**src/rtl/tube_scan_ctrl.sv**
```systemverilog
// rtl/tube_scan_ctrl.sv - scan scheduler for the three multiplexed 7-segment tubes
// DATA/CTRL/STATUS register port, frame-synchronous shadow, BLANK/SHOW digit scan.
module tube_scan_ctrl #(
  parameter int SCAN_DIV  = 50000,
  parameter int BLANK_CYC = 500
) (
  input  logic        clk_in,
  input  logic        sys_rstn,
  input  logic [1:0]  addr,
  input  logic        we,
  input  logic [3:0]  byte_en,
  input  logic [31:0] wdata,
  output logic [31:0] rdata,
  output logic [7:0]  digital_tube0,
  output logic [3:0]  digital_tube_sel0,
  output logic [7:0]  digital_tube1,
  output logic [3:0]  digital_tube_sel1,
  output logic [7:0]  digital_tube2,
  output logic        digital_tube_sel2
);

  localparam int CW = $clog2(SCAN_DIV);
  localparam logic [CW-1:0] BLANK_LAST = CW'(BLANK_CYC - 1);
  localparam logic [CW-1:0] SLOT_LAST  = CW'(SCAN_DIV - 1);
  localparam logic [0:0] ST_BLANK = 1'b0;
  localparam logic [0:0] ST_SHOW  = 1'b1;

  function automatic logic [7:0] enc(input logic [3:0] v);
    case (v)
      4'h0: enc = 8'hC0;  4'h1: enc = 8'hF9;  4'h2: enc = 8'hA4;  4'h3: enc = 8'hB0;
      4'h4: enc = 8'h99;  4'h5: enc = 8'h92;  4'h6: enc = 8'h82;  4'h7: enc = 8'hF8;
      4'h8: enc = 8'h80;  4'h9: enc = 8'h90;  4'hA: enc = 8'h88;  4'hB: enc = 8'h83;
      4'hC: enc = 8'hC6;  4'hD: enc = 8'hA1;  4'hE: enc = 8'h86;  default: enc = 8'h8E;
    endcase
  endfunction

  logic [31:0]   r_data;
  logic [31:0]   r_shadow;
  logic [5:0]    r_ctrl;
  logic [0:0]    r_state;
  logic [CW-1:0] r_cnt;
  logic [1:0]    r_idx;
  logic [3:0]    r_sel;
  logic [7:0]    r_seg0;
  logic [7:0]    r_seg1;
  logic [7:0]    r_seg2;
  logic          r_sel2;

  logic [31:0]   w_data_nxt;
  logic [5:0]    w_ctrl_nxt;
  logic [31:0]   w_shadow_nxt;
  logic          w_run;
  logic [0:0]    w_state_nxt;
  logic [CW-1:0] w_cnt_nxt;
  logic [1:0]    w_idx_nxt;
  logic          w_show;
  logic          w_sel2_nxt;

  always_comb begin
    w_data_nxt = r_data;
    if (we && addr == 2'd0) begin
      for (int i = 0; i < 4; i++) begin
        if (byte_en[i]) w_data_nxt[8*i +: 8] = wdata[8*i +: 8];
      end
    end
    w_ctrl_nxt = r_ctrl;
    if (we && addr == 2'd1 && byte_en[0]) w_ctrl_nxt = wdata[5:0];
  end

  // Scanning only advances when enabled both before and after this edge, so an
  // enabling write leaves the counters at a frame start for one full cycle.
  assign w_run        = r_ctrl[5] & w_ctrl_nxt[5];
  assign w_shadow_nxt = (w_run && r_cnt == '0 && r_idx == 2'd0) ? r_data : r_shadow;

  always_comb begin
    w_state_nxt = r_state;
    w_cnt_nxt   = r_cnt + CW'(1);
    w_idx_nxt   = r_idx;
    if (!w_run) begin
      w_state_nxt = ST_BLANK;
      w_cnt_nxt   = '0;
      w_idx_nxt   = 2'd0;
    end else if (r_state == ST_BLANK) begin
      if (r_cnt == BLANK_LAST) w_state_nxt = ST_SHOW;
    end else if (r_cnt == SLOT_LAST) begin
      w_state_nxt = ST_BLANK;
      w_cnt_nxt   = '0;
      w_idx_nxt   = r_idx + 2'd1;
    end
  end

  // Outputs are computed from next-state values so they move on the same edge as the FSM.
  assign w_show     = (w_state_nxt == ST_SHOW);
  assign w_sel2_nxt = w_ctrl_nxt[4] & w_ctrl_nxt[5];

  always_ff @(posedge clk_in or negedge sys_rstn) begin
    if (!sys_rstn) begin
      r_data   <= 32'h0;
      r_shadow <= 32'h0;
      r_ctrl   <= 6'h20;
      r_state  <= ST_BLANK;
      r_cnt    <= '0;
      r_idx    <= 2'd0;
      r_sel    <= 4'h0;
      r_seg0   <= 8'hFF;
      r_seg1   <= 8'hFF;
      r_seg2   <= 8'hFF;
      r_sel2   <= 1'b0;
    end else begin
      r_data   <= w_data_nxt;
      r_shadow <= w_shadow_nxt;
      r_ctrl   <= w_ctrl_nxt;
      r_state  <= w_state_nxt;
      r_cnt    <= w_cnt_nxt;
      r_idx    <= w_idx_nxt;
      r_sel    <= w_show ? (4'b0001 << w_idx_nxt) : 4'h0;
      r_seg0   <= w_show ? enc(w_shadow_nxt[{w_idx_nxt, 2'b00} +: 4]) : 8'hFF;
      r_seg1   <= w_show ? enc(w_shadow_nxt[{1'b1, w_idx_nxt, 2'b00} +: 4]) : 8'hFF;
      r_sel2   <= w_sel2_nxt;
      r_seg2   <= w_sel2_nxt ? enc(w_ctrl_nxt[3:0]) : 8'hFF;
    end
  end

  always_comb begin
    case (addr)
      2'd0:    rdata = r_data;
      2'd1:    rdata = {26'h0, r_ctrl};
      2'd2:    rdata = {29'h0, (r_state == ST_BLANK), r_idx};
      default: rdata = 32'h0;
    endcase
  end

  assign digital_tube0     = r_seg0;
  assign digital_tube1     = r_seg1;
  assign digital_tube2     = r_seg2;
  assign digital_tube_sel0 = r_sel;
  assign digital_tube_sel1 = r_sel;
  assign digital_tube_sel2 = r_sel2;

endmodule

```
**config.mk**
```make
export PLATFORM = sky130hd
export DESIGN_NAME = tube_scan_ctrl
export DESIGN_NICKNAME = d
export VERILOG_FILES = /design/src/rtl/tube_scan_ctrl.sv
export SDC_FILE = /design/constraint.sdc
export NUM_CORES = 1
export LEC_CHECK = 0
export BUFFER_PORTS_ARGS = -buffer_cell sky130_fd_sc_hd__buf_2
export CAP_MARGIN = 30
export CORE_ASPECT_RATIO = 1.75
export CORE_UTILIZATION = 50
export CTS_CLUSTER_SIZE = 24
export DETAILED_ROUTE_END_ITERATION = 12
export HOLD_SLACK_MARGIN = 0.02
export PLACE_DENSITY = 0.73
export SKIP_CTS_REPAIR_TIMING = 1
export SYNTH_ARGS = -nofsm -noshare
export SYNTH_HDL_FRONTEND = slang
export SYNTH_SLANG_ARGS = --single-unit
```
**constraint.sdc**
```tcl
create_clock -name clk_in -period 3.11 [get_ports clk_in]
set_input_delay 0 -clock clk_in [delete_from_list [all_inputs] [get_ports clk_in]]
set_output_delay 0 -clock clk_in [all_outputs]
set_load 0.005 [all_outputs]
```
==> out/metrics.yaml <==
hpwl_mm: 9.034
finalNetCount: 704
vias_per_cell: 5.482
yosysTopAreaCell: "dfrtp_1"
setup_viol: 8
yosysSeqAreaShare_pct: 50.41
power_density_nw_per_um2: 841.5
final.setup.worst_slack_ns: -0.09535
clk_pin_slew_ns: 0.05
syn_area_um2: 5763
maxCapViolCount: 0
clockRootBuffer: "clkbuf_16"
synth_cell_types: 51
cpMaxStageDelayCell: "or4_4"
max_stage_delay_ns: 0.56
avgSynthCellArea_um2: 12.06
yosysTopAreaCellShare_pct: 40.38
synth.area.top_cells: "dfrtp_1, mux2_2, dfstp_2"
drive_gt1_share_pct: 46.11
slew_viol_final: 0
dp_cells: 712
worstMarginPinSlew_ns: 1.028
grt_max_degree: 47
cts_num_sinks: 115
fin_cells: 787
die_h_um: 144.0
hold_path.class: "primary input to register"
yosys_warnings: 0
clk_latency_ns: 0.41
violations: "negative setup slack"
mostFrequentLayoutCells: "buf_2, dfrtp_1, mux2_2"
endpoint_kind: "register"
track_usage_pct: 22.55
layout_min_cycle_time_ns: 3.205
io_pins: 106
cts_made_buffers: 17
dieArea_um2: 11980
die_w_um: 83.16
wl_per_cell_um: 18.06
htreeDepth: 4
synth-edff-count: 0
drc: 0
path_class: "register to register"
grt_overflow: 0
routed_wl_mm: 14.21
async_flop_share_pct: 100.0
ys_ff_latch: 115
initial_core_util_pct: 51.61
gp_congestion: 0.8505
peakVddDrop_v: 0.0005999
start_kind: "register"
finClkSkew_ns: 0.006646
clk_path_buf_depth: 2
max_freq_mhz: 312.0
layout_commonest_cell: "buf_2"
route.vias.total: 4314
run_status: "finished, violations left"
core-area_um2: 11170
fill_cells: 739
finalHoldViolCount: 0
maxSlewHeadroom_pct: 29.53
arrival_ns: 3.53
grt_pass1_wl_mm: 20.70
grt_pass1_vias: 4214
synth-main-ff-cell: "dfrtp_1"
cts_tree: "built"
io_buffers: 102
insertedDiodeCount: 0
p_leak_nw: 3.684
required_ns: 3.43
dr.pass1.iters: 4
rsz0062_at_grt: "true"
period_share_pct: 103.1
netlist_instances: 478
fin_setup_tns_ns: -0.3850
critPathMaxFanout: 6
syn2layout_area_growth_pct: 37.30
fp-row-count: 51
crit_chain: "or4_4 > nor4_4 > and4b_2 > buf_12 > buf_6 > mux2_2 > mux4_2 > and2_4 > nor3_1 > o21ai_1"
antenna_found_initial: 0
drtIter0Drc: 224
ant_nets: 0
where the power goes:
group	switching, mW	internal [mW]
Combinational	1.18	1.23
Clock	0.705	1.48
Sequential	0.187	1.86
Total	2.08	4.58
final timing paths:
| check | startpoint | endpoint | slack, ns | cells past startpoint |
|---|---|---|---|---|
| setup / recovery | r_cnt[12]$_DFF_PN0_ | digital_tube1[0]$_DFF_PN1_ | -0.1 | 10 |
| hold / removal | addr[0] | r_ctrl[4]$_DFF_PN0_ | 0.1 | 3 |
| setup reg to reg | r_cnt[12]$_DFF_PN0_ | digital_tube1[0]$_DFF_PN1_ | -0.1 | 10 |
| hold reg to reg | r_shadow[29]$_DFF_PN0_ | r_shadow[29]$_DFF_PN0_ | 0.49 | 1 |
| max in group asynchronous | sys_rstn | digital_tube1[3]$_DFF_PN1_ | 2.08 | 3 |
| min in group asynchronous | sys_rstn | digital_tube_sel2$_DFF_PN0_ | 0.12 | 2 |
flip-flops by register name, indices dropped and copies added (netlist names):
register / count
digital_tube_sel2: 1
digital_tube_sel0: 4
r_state: 1
r_ctrl: 6
digital_tube0: 7
r_data: 32
r_cnt: 16
r_shadow: 32
digital_tube1: 7
digital_tube2: 7
r_idx: 2
logic make-up (layout without fill, tap and decap cells):
kind of cell / Yosys count / after routing / share of synthesized area (%)
flip-flops: 115 / 115 / 50.41
XOR/XNOR: 14 / 14 / 2.128
buffers and inverters: 61 / 235 / 6.035
AO/OA/AOI/OAI: 45 / 45 / 5.319
multiplexers: 100 / 101 / 20.06
adder cells (fa/ha/maj): 21 / 21 / 4.559
AND/OR/NAND/NOR: 121 / 121 / 11.42
other: 1 / 3 / 0.06507
layer usage:
layer / part of all wire, % / global-route usage [%] / vias to the layer above
met1: 39 / 24.34 / 2170
met4: 2.5 / 9.347 / 0
met2: 55 / 41.72 / 131
met3: 3.5 / 5.765 / 31
met5: 0 / 0 / -
li1: - / - / 1982
cell type report:
type                       count  area (µm²)  area share [%]
clock buffer                  20       466.7           5.898
clock inverter                12       202.7           2.562
inverter                      30       120.1           1.518
multi-input combinational    305        2803           35.42
sequential                   115        2905           36.72
tap                          132       165.2           2.087
timing repair buffer         173        1250           15.80
critical path: cells and delay by family, from the launching register on:
| family | cells | cell delay (ns) |
|---|---|---|
| muxes | 2 | 0.89 |
| buffers and inverters | 2 | 0.28 |
| DFF | 1 | 0.38 |
| and+or+nand+nor | 5 | 1.49 |
| AOI/OAI and AO/OA | 1 | 0.09 |
through the flow:
step                      utilization (%)  hold WS, ns  setup WS (ns)  instance area (µm²)  power (mW)
after floorplan                         -      -0.2956      -0.008810                 5951       3.497
after CTS                           65.66      -0.4035        -0.1231                 7332       6.233
after global placement              59.66      0.01556       -0.01867                 6663       3.917
final                               70.86      0.09914       -0.09535                 7913       6.659
after detailed placement            59.66      0.03143       -0.09319                 6663       4.012
after global routing                70.86      0.09635        -0.2013                 7913       6.957
synthesized netlist by cell type (3+ instances only):
library cell	number
nand4_1	3
and2_1	26
nor2_1	35
xor2_1	7
buf_4	8
nand3_1	8
ha_1	21
mux2_2	64
o22ai_1	3
nand2_1	17
clkbuf_8	4
xnor2_1	7
dfstp_2	22
mux4_2	6
o211ai_1	3
and3_1	8
inv_1	29
o221ai_1	7
o21ai_1	5
mux2i_1	30
a21oi_1	8
clkbuf_1	14
dfrtp_1	93
nor3_1	7
o21ai_0	6
No activity file was read; power rests on OpenSTA's default activity.
